[src/rtl/ram_data_port_arbiter.sv]
// Registered request/grant arbiter sharing the RAM data port between the DMA
// unit and the pram copy engine. It applies the r_k relocation base and routes
// read data back to the requester that issued the read.
module ram_data_port_arbiter #(
  parameter int unsigned RAM_LATENCY = 1,  // 1..4
  parameter int unsigned MAX_WAIT    = 4   // 1..15
) (
  input  logic        physical_clock,
  input  logic        reset,
  input  logic [15:0] base_k,
  input  logic        dma_req,
  input  logic        dma_we,
  input  logic        dma_stack,
  input  logic [15:0] dma_addr,
  input  logic [31:0] dma_wdata,
  output logic        dma_gnt,
  output logic        dma_rvalid,
  output logic [31:0] dma_rdata,
  input  logic        pram_req,
  input  logic        pram_we,
  input  logic [15:0] pram_addr,
  input  logic [31:0] pram_wdata,
  output logic        pram_gnt,
  output logic        pram_rvalid,
  output logic [31:0] pram_rdata,
  output logic [15:0] ram_addr,
  output logic [31:0] ram_wdata,
  output logic        ram_we,
  input  logic [31:0] ram_rdata,
  output logic [1:0]  owner
);

  typedef enum logic [1:0] {
    OWN_IDLE = 2'b00,
    OWN_DMA  = 2'b01,
    OWN_PRAM = 2'b10
  } owner_e;

  typedef struct packed {
    logic   valid;
    owner_e who;
  } tag_t;

  localparam logic [3:0] MAX_WAIT_C = 4'(MAX_WAIT);

  logic        dma_gnt_q, dma_gnt_d;
  logic        pram_gnt_q, pram_gnt_d;
  owner_e      owner_q, owner_d;
  logic        ram_we_q, ram_we_d;
  logic [15:0] ram_addr_q, ram_addr_d;
  logic [31:0] ram_wdata_q, ram_wdata_d;
  logic [3:0]  wait_q, wait_d;
  logic        dma_rvalid_q, dma_rvalid_d;
  logic        pram_rvalid_q, pram_rvalid_d;
  logic [31:0] dma_rdata_q, dma_rdata_d;
  logic [31:0] pram_rdata_q, pram_rdata_d;
  tag_t        tag_q [RAM_LATENCY];
  tag_t        tag_d [RAM_LATENCY];

  logic dma_elig, pram_elig, dma_win, pram_win;
  tag_t tag_exit;

  // Arbitration and command formation for the next cycle
  always_comb begin
    dma_elig  = dma_req & ~dma_gnt_q;
    pram_elig = pram_req & ~pram_gnt_q;
    pram_win  = pram_elig & (~dma_elig | (wait_q >= MAX_WAIT_C));
    dma_win   = dma_elig & ~pram_win;

    dma_gnt_d   = 1'b0;
    pram_gnt_d  = 1'b0;
    owner_d     = OWN_IDLE;
    ram_we_d    = 1'b0;
    ram_addr_d  = '0;
    ram_wdata_d = '0;
    if (dma_win) begin
      dma_gnt_d   = 1'b1;
      owner_d     = OWN_DMA;
      ram_we_d    = dma_we;
      ram_wdata_d = dma_wdata;
      ram_addr_d  = dma_stack ? dma_addr : dma_addr + base_k;
    end else if (pram_win) begin
      pram_gnt_d  = 1'b1;
      owner_d     = OWN_PRAM;
      ram_we_d    = pram_we;
      ram_wdata_d = pram_wdata;
      ram_addr_d  = pram_addr + base_k;
    end

    wait_d = wait_q;
    if (pram_win || !pram_req) begin
      wait_d = '0;
    end else if (dma_win && wait_q != 4'hF) begin
      wait_d = wait_q + 4'd1;
    end
  end

  // Read tag pipeline; stage 0 is loaded from the command currently on the port
  always_comb begin
    tag_d[0].valid = ~ram_we_q & (owner_q != OWN_IDLE);
    tag_d[0].who   = owner_q;
    for (int unsigned i = 1; i < RAM_LATENCY; i++) begin
      tag_d[i] = tag_q[i-1];
    end
    tag_exit = tag_q[RAM_LATENCY-1];

    dma_rvalid_d  = tag_exit.valid & (tag_exit.who == OWN_DMA);
    pram_rvalid_d = tag_exit.valid & (tag_exit.who == OWN_PRAM);
    dma_rdata_d   = dma_rvalid_d  ? ram_rdata : dma_rdata_q;
    pram_rdata_d  = pram_rvalid_d ? ram_rdata : pram_rdata_q;
  end

  // State and output registers
  always_ff @(posedge physical_clock or posedge reset) begin
    if (reset) begin
      dma_gnt_q     <= 1'b0;
      pram_gnt_q    <= 1'b0;
      owner_q       <= OWN_IDLE;
      ram_we_q      <= 1'b0;
      ram_addr_q    <= '0;
      ram_wdata_q   <= '0;
      wait_q        <= '0;
      dma_rvalid_q  <= 1'b0;
      pram_rvalid_q <= 1'b0;
      dma_rdata_q   <= '0;
      pram_rdata_q  <= '0;
      tag_q         <= '{default: '0};
    end else begin
      dma_gnt_q     <= dma_gnt_d;
      pram_gnt_q    <= pram_gnt_d;
      owner_q       <= owner_d;
      ram_we_q      <= ram_we_d;
      ram_addr_q    <= ram_addr_d;
      ram_wdata_q   <= ram_wdata_d;
      wait_q        <= wait_d;
      dma_rvalid_q  <= dma_rvalid_d;
      pram_rvalid_q <= pram_rvalid_d;
      dma_rdata_q   <= dma_rdata_d;
      pram_rdata_q  <= pram_rdata_d;
      tag_q         <= tag_d;
    end
  end

  assign dma_gnt     = dma_gnt_q;
  assign pram_gnt    = pram_gnt_q;
  assign owner       = owner_q;
  assign ram_we      = ram_we_q;
  assign ram_addr    = ram_addr_q;
  assign ram_wdata   = ram_wdata_q;
  assign dma_rvalid  = dma_rvalid_q;
  assign pram_rvalid = pram_rvalid_q;
  assign dma_rdata   = dma_rdata_q;
  assign pram_rdata  = pram_rdata_q;

endmodule

[config.mk]
export PLATFORM = sky130hd
export DESIGN_NAME = ram_data_port_arbiter
export DESIGN_NICKNAME = d
export VERILOG_FILES = /design/src/rtl/ram_data_port_arbiter.sv
export SDC_FILE = /design/constraint.sdc
export NUM_CORES = 1
export LEC_CHECK = 0
export ABC_AREA = 1
export CAP_MARGIN = 20
export CORE_UTILIZATION = 43
export DETAILED_ROUTE_END_ITERATION = 10
export GPL_TIMING_DRIVEN = 1
export PLACE_DENSITY = 0.81
export SYNTH_ARGS = -nofsm -noshare
export SYNTH_HDL_FRONTEND = slang
export SYNTH_SLANG_ARGS = --single-unit
[constraint.sdc]
create_clock -name physical_clock -period 5.2 [get_ports physical_clock]
set_input_delay 1.04 -clock physical_clock [delete_from_list [all_inputs] [get_ports physical_clock]]
set_output_delay 1.04 -clock physical_clock [all_outputs]
set_load 0.1 [all_outputs]
## After elaboration in Yosys (flattened, before gate mapping)

Cells that the tools add are included.

| cells by class | value |
|---|---|
| eq/ne operators | 3 |
| div/mod/pow operators | 0 |
| $mul | 0 |
| shifts and indexed selects | 0 |
| reductions and logical operators | 5 |
| muxes and demuxes | 14 |
| add/subtract/negate cells | 3 |
| bitwise logic cells | 13 |
| magnitude comparators | 1 |

Operator list:

| operator | count |
|---|---|
| two-way mux 32 bit | 2 |
| two-way mux 16 bit | 3 |
| adder 16 bit | 2 |
| two-way mux 4 bit | 2 |
| bitwise AND 1 bit | 7 |
| two-way mux 1 bit | 5 |
| NOT 1 bit | 5 |
| adder 4 x 1 -> 4 bit (second input constant) | 1 |
| greater-or-equal comparator 4 x 3 -> 1 bit (second input constant) | 1 |
| two-way mux 2 bit | 2 |
| != test 4 bit (second input constant) | 1 |
| nonzero test 2 bit | 2 |
| == test 2 x 1 -> 1 bit (second input constant) | 1 |
| == test 2 bit (second input constant) | 1 |
| logical AND 1 bit | 1 |
| logical NOT 1 bit | 1 |
| logical OR 1 bit | 1 |
| bitwise OR 1 bit | 1 |

| storage, ports and cells | value |
|---|---|
| memories | 0 |
| flip-flop bits (word level) | 126 |
| input port bits | 151 |
| memory bits (read-only) | 0 |
| latch bits | 0 |
| bits in writable memories | 0 |

## Logic depth before layout (Yosys ltp)

Gate-level depths: netlist of run 1.

| logic depth | value |
|---|---|
| depth after elaboration | 10 |
| depth in mapped cells | 13 |

## Least setup slack after synthesis of run 1

OpenSTA, ideal clock, no wires.

| timing | value |
|---|---|
| path type | register to output |
| start | reg owner_q[0] (netlist: owner[0]) |
| end | out owner[0] |
| data arrival time | 1.414 ns |
| cell stages (with the launch flop) | 2 |
| buffers on the path | 1 |
| path slack | 2.746 ns |
| cell sequence | dfrtp_1 > buf_4 |

RTL lines:

| what | RTL line | source |
|---|---|---|
| from (decl) | 48 | `owner_e owner_q, owner_d;` |
| from (signal assigned) | 131 | `owner_q <= owner_d;` |
| to (decl) | 30 | `output logic [1:0] owner` |

No word-level cell between the ends.

==> impl_results.md, run 1 <==
* Final Slew Violations at 0
* Async set or reset register ratio after synthesis at 1.00
* GP Congestion at 1.02
* Yosys top cell by area: dfrtp_1
* MaxCap Viol Count at 0
* GRT Util Overall at 0.246
* Clock power share at 0.234
* Synth Instances at 781
* RSZ-0062 raised after global routing: no
* Max Fclk at 324 MHz
* Hpwl dp at 14300 um
* Yosys reg bits at around 120
* Core area at 14500 um2
* Leak Pwr at 4.89 nW
* Placed cell count at 1210
* Number of global-route vias before repair at 5807
* Sequential share of power at 0.232
* Count of final setup violators at 0
* Min Tclk post-route at 3090 ps
* Remaining Overflow, GRT at 0
* Clock skew at 10.9 ps
* Yosys cell types at 34
* H-tree depth at 4
* Final wirelength at 19300 um
* CTS tree: built
* Area delta synth->final at 54.8%
* Post-synth top flop: dfrtp_1
* Nets at 1230
* Full die area at 15400 um2
* Clock transition at path regs at 60 ps
* Net Count, Synth at 965
* Postcts setup bufs at 0
* CP cell instances: clkdlybuf4s50_1
* Worst Path Max Fanout at 5
* Final setup TNS at 0 ps
* Site Rows at 44
* ANT cells at 0
* Power Dens Cells at 591 nW/um2
* CP max stage delay at 1180 ps
* Net Switching at just over 3 mW
* Status: finished, final reports clean
* Int Power at 2.85 mW
* # clock sinks at 124
* Crit path required time at approximately 4200 ps
* Yosys warning total at 0
* VDD IR max at 346 uV
* Post-synth EDFFs at 0
* Drt wl/cell at 15.5 um
* Endpoints failing hold at 0
* Largest net degree at the start of global routing at 66
* Post-synthesis sequential area ratio at 0.484
* IO Port Bufs at 269
* CP endpoint kind: output port
* Vias at 6218
* CP max stage cell: clkdlybuf4s50_1
* Die height at between 100 and 150 um
* Critical path data arrival time at 2050 ps
* Post-route ant nets at 0
* First-pass GRT wire length at around 28000 um
* CTS Buf Count at 17
* Yosys top cell area share at 0.484
* Number of antenna violations at the first check in global routing at 0
* I/O pin total at 270
* Kind of critical path: register to output port
* Post-Layout Cell Count at approximately 1200
* Initial Utilization at 0.441
* Mapped cell area at 6410 um2
* Final worst path period share at 0.593
* Die W at 124 um
* Startpoint Class: register
* # DRC at 0
* Initial drt markers at 354
* CP delay by family, top: buffers and inverters
* Post-CTS sizing at 0
* Switching share of power at 0.514
* 1st-pass router iterations at 5
* Share of layout cells above drive strength 1 at 0.0415
* Largest cells by area after synthesis: dfrtp_1 (48%), nand2_1 (12%), inv_1 (6.4%), ha_1 (6.1%), o21ai_0 (5.8%)
* Hold Path Class: register to register
* Syn_area_per_cell at 8.21 um2
* Clock root cell: clkbuf_16
* Clock latency on the worst-skew pair at 410 ps
* Slew @ Worst Pin at 1050 ps
* Vias per cell at 5.00
* Max_slew headroom at 0.296
* Hold buffers post-CTS at 0
* Fin util at 0.683
* Longest Clk Path Bufs at 2
* Buf+Inv Stages, Crit Path at 1
* Power share of the combinational group at 0.534
## path summary, 6_finish.rpt
path	start	end	slack [ps]	depth (start not counted)
max	owner[0]	dma_gnt	2110	1
min	ram_we	tag_exit[2]	420	1
max reg2reg	owner[0]	ram_addr[3]	3220	7
min reg2reg	ram_we	tag_exit[2]	420	1
max in group asynchronous	reset	ram_wdata[12]	3120	3
min in group asynchronous	reset	ram_wdata[18]	1090	2
## area by class of cell
type                    count  area, um2
fillers                  1148       4610
flip-flops and latches    124       3100
multi-input cells         518       2750
repair buffers            272       2730
clock buffers              18        429
inverters                 113        427
clock inverters            14        253
well taps                 184        230
## flip-flops by register name, indices dropped and copies added, names as in the netlist
name and cells:
dma_rdata 32, pram_rdata 32, ram_wdata 32, ram_addr 16
wait_q 4, tag_exit 3, owner 2, dma_rvalid 1
pram_rvalid 1, ram_we 1
## routing by layer
| layer | up-vias | GRT usage | part of all wire |
|---|---|---|---|
| met5 | - | 0 | 0 |
| met4 | 0 | 0.102 | 0.029 |
| met3 | 36 | 0.0504 | 0.070 |
| met2 | 243 | 0.436 | 0.50 |
| met1 | 2880 | 0.286 | 0.40 |
| li1 | 3059 | - | - |
## through the flow
step / instance area [um2] / hold slack (ps) / worst slack, ps / total power [mW]
2_1_floorplan: 6410 / 431 / 861 / 3.68
3_3_place_gp: 9220 / 413 / 2120 / 4.45
3_5_place_dp: 9220 / 416 / 2090 / 4.49
4_1_cts: 9900 / 419 / 2090 / 5.88
5_1_grt: 9920 / 451 / 2060 / 6.07
6_report: 9920 / 418 / 2110 / 5.86
## power groups by stage
stage / logic, mW / clock network (mW) / registers, mW
after global routing: 3.26 / 1.42 / 1.39
after global placement: 3.10 / 0 / 1.35
after detailed placement: 3.12 / 0 / 1.37
after floorplan: 0.423 / 0 / 3.26
after CTS: 3.14 / 1.38 / 1.36
final: 3.13 / 1.37 / 1.36
## Yosys cell counts (3+ instances only)
cell type	count
nor3_1	4
a21oi_1	27
buf_2	8
clkbuf_1	12
dfrtp_1	124
inv_1	109
nand3b_1	3
xor2_1	6
a22o_1	33
inv_2	3
o21ai_0	74
buf_4	3
o32ai_1	3
nand4_1	5
ha_1	31
nand3_1	41
o21ai_1	11
nand2_1	211
nor2_1	55
## worst reg2reg max path, cell delays in order, from the launching register on
cell	delay [ps]
dfrtp_1	450
nor2_4	190
nand3_2	100
nand3_4	130
nand2_4	140
inv_2	550
o21ai_1	170
o32ai_1	150
## cell families after synthesis
family / after synthesis / share of synthesized area
DFF: 124 / 0.484
adders and majority gates: 33 / 0.0668
AOI/OAI and AO/OA: 153 / 0.142
and+or+nand+nor: 324 / 0.209
xor gates and xnor gates: 8 / 0.0109
buffers and inverters: 139 / 0.0871
## cells in the final DEF, fill, tap and decap left out, types with 3 or more instances in the layout
cell / synthesis / layout
nand3b_1: 3 / 3
nand2_1: 211 / 211
clkbuf_16: 0 / 17
nor2_1: 55 / 55
nand3_1: 41 / 40
ha_1: 31 / 31
o32ai_1: 3 / 3
clkdlybuf4s50_1: 0 / 269
o21ai_0: 74 / 74
xor2_1: 6 / 6
a21oi_1: 27 / 27
inv_2: 3 / 3
dfrtp_1: 124 / 124
nor3_1: 4 / 4
nand4_1: 5 / 5
o21ai_1: 11 / 11
a22o_1: 33 / 33
inv_1: 109 / 108
bufinv_16: 0 / 6
inv_6: 0 / 6
Note: power is estimated with default switching activity, not from simulation.
==> inputs of run 2 (changes only) <==
- CORE_UTILIZATION: 43 -> 39
- PLACE_DENSITY: 0.81 -> 0.77
- clock period: 5.2 -> 2.7 ns (I/O delays scaled with it)
==> run 2 against run 1 <==
Die area increased by 10%. Non-clock buffer count grew 4. Hold slack improved by 4.4 ps. Routed wire length fell by 2.5%. Sequential share of layout area increased by 0.92 points. First-iteration DRC count is 12% lower. Highest routed layer unchanged. Design area shrank 2.9%. Cell count is 2.9% higher. Largest cell class unchanged. Largest power group unchanged. Clock skew fell by 2.2 ps. Clock power up 66%.
==> impl_results.md, run 2 (synthesized netlist as in run 1, its figures left out) <==
* Post-Layout Cell Count at 1279 (+2.9%)
* Die W at 130 um (+4.9%)
* H-tree depth at 4 (unchanged)
* Final Power at 10.7 mW (+83%)
* ANT cells at 0 (unchanged)
* GRT Util Overall at 0.221 (-0.0248)
* VDD IR max at 838 uV (+140%)
* Post-route ant nets at 0 (unchanged)
* Clock root cell: clkbuf_16
* Leak Pwr at 5.02 nW (+2.7%)
* I/O pin total at 270 (unchanged)
* Kind of critical path: primary input to register
* Hold Path Class: register to register
* Die height at 130 um (+4.9%)
* Largest net degree at the start of global routing at 125 (+89%)
* IO Port Bufs at 269 (unchanged)
* Critical path data arrival time at 2500 ps (+450 ps)
* Drt wl/cell at 14.7 um (-5.3%)
* Final Slew Violations at 0 (unchanged)
* Number of global-route vias before repair at 5871 (+1.1%)
* Clock latency on the worst-skew pair at 400 ps (about the same)
* # DRC at 0 (unchanged)
* Max Fclk at 452 MHz
* Area delta synth->final at 50.4%
* Longest Clk Path Bufs at 2 (unchanged)
* Final worst path period share at 0.820
* Initial Utilization at 0.402 (-0.0390)
* Nets at 1234 (+0.33%)
* Fin Hold WS at 423 ps (+4.38 ps)
* Most frequent cells in the layout: nand2_1 (211), clkdlybuf4s50_1 (150), dfrtp_1 (124)
* R2R Setup Slk at 1030 ps (-2190 ps)
* Area of the multi-input gates at 2750 um2 (unchanged)
* Site Rows at 46 (+4.5%)
* Postcts setup bufs at 0 (unchanged)
* Vias per cell at 4.81 (-3.8%)
* Power Dens Cells at 1110 nW/um2 (+89%)
* Max_slew headroom at 0.393 (+0.0969)
* Number of antenna violations at the first check in global routing at 0 (unchanged)
* Full die area at 16900 um2 (+10%)
* Min Tclk post-route at 2210 ps
* Slew @ Worst Pin at 909 ps (-143 ps)
* MaxCap Viol Count at 0 (unchanged)
* Hpwl dp at 14400 um (about the same)
* CTS Buf Count at 17 (unchanged)
* Vias at 6152 (-1.1%)
* Remaining Overflow, GRT at 0 (unchanged)
* CTS tree: built
* Endpoints failing hold at 0 (unchanged)
* Placed cell count at 1247 (+3.1%)
* Initial drt markers at 311 (-12%)
* Core area at 15900 um2 (+9.7%)
* 1st-pass router iterations at 4 (-1)
* Count of final setup violators at 0 (unchanged)
* First-pass GRT wire length at 28700 um (+0.85%)
* Final setup TNS at 0 ps (unchanged)
* RSZ-0062 raised after global routing: no
* Clock skew at 8.66 ps (-2.22 ps)
* Clock transition at path regs at 60 ps (about the same)
* GP Congestion at 0.984 (-3.7%)
* Final wirelength at 18800 um (-2.5%)
* Hold buffers post-CTS at 0 (unchanged)
* # clock sinks at 124 (unchanged)
* Crit path required time at 2990 ps (-1170 ps)
* Startpoint Class: primary input
* Status: finished, final reports clean
* Post-CTS sizing at 0 (unchanged)
* Worst Path Max Fanout at 4 (-1)
* CP endpoint kind: register
* FF+latch area at 3100 um2 (unchanged)
* Commonest non-fill, non-tap cell in the layout: nand2_1
* Share of layout cells above drive strength 1 at 0.158 (+0.116)
* Number of fill cells at 1373 (+20%)
run 2: through the flow:
step                utilization  instance area (um2)  setup WS (ps)
floorplan                     -                 6410            635
global placement          0.567                 9040            135
detailed placement        0.567                 9040           80.9
CTS                       0.605                 9640            515
global route              0.605                 9640            335
finish                    0.605                 9640            486
run 2: routing by layer:
metal / track usage / up-vias / routed length, um
li1: - / 3075 / -
met1: 0.272 / 2803 / 7910
met2: 0.381 / 250 / 8980
met3: 0.0488 / 24 / 1550
met4: 0.0752 / 0 / 365
met5: 0 / - / 0
run 2: cell type report:
type | count | area share
repair buffers | 276 | 0.258
clock buffers | 18 | 0.0456
flip-flops and latches | 124 | 0.322
clock inverters | 14 | 0.0166
inverters | 113 | 0.0444
well taps | 216 | 0.0280
multi-input cells | 518 | 0.286
run 2: path summary, 6_finish.rpt:
| check | start | endpoint | depth (start not counted) |
|---|---|---|---|
| worst max-delay path | base_k[0] | ram_addr[14] | 14 |
| worst min-delay path | ram_we | tag_exit[2] | 1 |
| worst max register to register | owner[0] | ram_wdata[21] | 7 |
| worst min register to register | ram_we | tag_exit[2] | 1 |
| max in group asynchronous | reset | ram_wdata[23] | 3 |
| min in group asynchronous | reset | ram_wdata[5] | 3 |
run 2: power by group:
group,internal [mW],switching [mW]
Sequential,2.36,0.261
Combinational,1.20,4.65
Clock,1.41,0.866
run 2: critical path: stages:
cell and delay [ps]:
clkdlybuf4s50_1 510, ha_1 180, inv_1 50, fa_1 380
inv_1 80, nand3_1 70, nand2_1 130, nand2_1 70
nand2_1 130, nand3_1 110, nand2_1 90, nand2_1 50
nand3_1 70, nand2_1 50
==> inputs of run 3 (changes only) <==
- clock period: 2.7 -> 2 ns (I/O delays scaled with it)
==> run 3 against run 2 <==
Sequential power grew 35%. Combinational power is 38% higher. First-iteration DRC count rose by 24%. Global-route usage grew 0.76 points. Cell count is 4.8% higher. Critical endpoint is now ram_addr[8]. Setup slack lost 350 ps. Power grew 37%. Critical path depth down 4. Clock skew grew 0.79 ps.
==> impl_results.md, run 3 (synthesized netlist as in run 1, its figures left out) <==
* Area delta synth->final at 59.0%
* Endpoints failing hold at 0 (unchanged)
* Power share of the combinational group at 0.551 (+0.007)
* Clock skew at 9.44 ps (+0.786 ps)
* Vias per cell at 4.75 (-1.3%)
* CTS tree: built
* Most common cell on crit path: nand2_1
* Core area at 15900 um2 (unchanged)
* Max Fclk at 535 MHz
* Switching share of power at 0.535 (-0.00263)
* Final wirelength at 19300 um (+2.5%)
* Post-place setup slack at -437 ps (-518 ps)
* GRT Util Overall at 0.228 (+0.00762)
* Nets at 1295 (+4.9%)
* First-pass GRT wire length at 29600 um (+3.2%)
* Clock power share at 0.208 (-0.004)
* Number of antenna violations at the first check in global routing at 0 (unchanged)
* FF+latch area at 3100 um2 (unchanged)
* H-tree depth at 4 (unchanged)
* Crit path required time at 2290 ps (-700 ps)
* Area of the multi-input gates at 2780 um2 (+0.91%)
* Post-layout instance area at 10200 um2 (+5.7%)
* CP delay by family, top: adder cells
* Power Dens Cells at 1440 nW/um2 (+29%)
* Min Tclk post-route at 1870 ps
* CP max stage cell: clkdlybuf4s50_1
* Die W at 130 um (unchanged)
* Number of fill cells at 1332 (-3.0%)
* # DRC at 0 (unchanged)
* Drt wl/cell at 14.4 um (-2.2%)
* MaxCap Viol Count at 0 (unchanged)
* Critical path data arrival time at 2160 ps (-340 ps)
* Int Power at 6.82 mW (+37%)
* Site Rows at 46 (unchanged)
* Largest net degree at the start of global routing at 82 (-34%)
* ANT cells at 0 (unchanged)
* Share of layout cells above drive strength 1 at 0.211 (+0.0528)
* Sequential share of power at 0.242 (-0.002)
* 1st-pass router iterations at 7 (+3)
* Post-route ant nets at 0 (unchanged)
* CTS Buf Count at 17 (unchanged)
* # clock sinks at 124 (unchanged)
* Hpwl dp at 14900 um (+4.0%)
* VDD IR max at 999 uV (+19%)
* Clock root cell: clkbuf_16
* Worst Path Max Fanout at 3 (-1)
* Clock transition at path regs at 60 ps (about the same)
* CP max stage delay at 440 ps (-70 ps)
* Slew @ Worst Pin at 904 ps (-4.66 ps)
* Kind of critical path: primary input to register
* Net Switching at 7.84 mW (+36%)
* Hold Path Class: primary input to register
* Buf+Inv Stages, Crit Path at 1 (-2)
* Final WS setup at 131 ps (-355 ps)
* Count of final setup violators at 0 (unchanged)
* Final Slew Violations at 0 (unchanged)
* Vias at 6362 (+3.4%)
* Number of global-route vias before repair at 5954 (+1.4%)
* Hold buffers post-CTS at 0 (unchanged)
* Initial Utilization at 0.402 (unchanged)
* Commonest non-fill, non-tap cell in the layout: nand2_1
* Full die area at 16900 um2 (unchanged)
* GP Congestion at 0.959 (-2.5%)
* Most frequent cells in the layout: nand2_1 (208), buf_4 (178), clkdlybuf4s50_1 (149)
* Status: finished, final reports clean
* IO Port Bufs at 269 (unchanged)
* CP cell instances: clkdlybuf4s50_1, ha_1, fa_2, nand3_1, nand3_1, a21oi_1, xor2_1, nand2_1, nand2_1, nand2_1
* I/O pin total at 270 (unchanged)
* Max_slew headroom at 0.396 (+0.00311)
* Remaining Overflow, GRT at 0 (unchanged)
* Longest Clk Path Bufs at 2 (unchanged)
* Final Power at 14.7 mW (+37%)
* Area after DPL at 9560 um2 (+5.8%)
* Die height at 130 um (unchanged)
* Startpoint Class: primary input
* Final worst path period share at 0.935
* Leak Pwr at 5.34 nW (+6.4%)
* Initial drt markers at 386 (+24%)
* CP endpoint kind: register
* Clock latency on the worst-skew pair at 400 ps (about the same)
* Final setup TNS at 0 ps (unchanged)
==> run 3: worst min-delay path, stage by stage <==
cell            delay (ps)
dlymetal6s2s_1         120
ha_2                   150
nand2_1                 40
o31ai_1                 50
==> run 3: through the flow <==
step	hold slack [ps]	util	cells
2_1_floorplan	431	-	781
3_3_place_gp	426	0.600	1307
3_5_place_dp	443	0.600	1307
4_1_cts	440	0.637	1339
5_1_grt	416	0.639	1340
6_report	400	0.639	1340
==> run 3: worst paths after layout <==
kind,startpoint,endpoint,slack (ps),cells past startpoint
hold / removal,base_k[0],ram_addr[0],400,4
hold reg to reg,ram_we,tag_exit[2],460,1
setup reg to reg,owner[0],ram_wdata[29],430,7
max in group asynchronous,reset,ram_wdata[29],1150,3
min in group asynchronous,reset,ram_wdata[11],450,3
setup / recovery,dma_addr[0],ram_addr[8],130,10
==> run 3: cell type report <==
| class | instances | area share |
|---|---|---|
| Clock buffer | 18 | 0.0421 |
| Multi-Input combinational cell | 518 | 0.273 |
| Sequential cell | 124 | 0.305 |
| Clock inverter | 14 | 0.0158 |
| Tap cell | 216 | 0.0265 |
| Inverter | 113 | 0.0420 |
| Timing Repair Buffer | 337 | 0.296 |
==> run 3: power groups by stage <==
stage               clock, mW  combinational (mW)  sequential [mW]
CTS                      3.10                8.09             3.55
global placement            0                8.01             3.55
global route             3.21                8.43             3.64
floorplan                   0                1.10             8.47
detailed placement          0                8.08             3.58
finish                   3.04                8.08             3.54
==> run 3: what timing repair did <==
action                     in CTS  in global routing
setup endpoints to repair       2                  7
hold endpoints to repair        0                  0
pin swaps                       0                  2
setup buffers                   0                  1
gates resized for setup         1                  9
==> run 3: layer usage <==
| metal | wire length [um] | share of wire | vias up | GRT usage |
|---|---|---|---|---|
| met5 | 0 | 0 | - | 0 |
| met4 | 339 | 0.018 | 0 | 0.0773 |
| met3 | 1600 | 0.083 | 26 | 0.0451 |
| met2 | 9370 | 0.49 | 253 | 0.390 |
| met1 | 7970 | 0.41 | 2893 | 0.289 |
| li1 | - | - | 3190 | - |
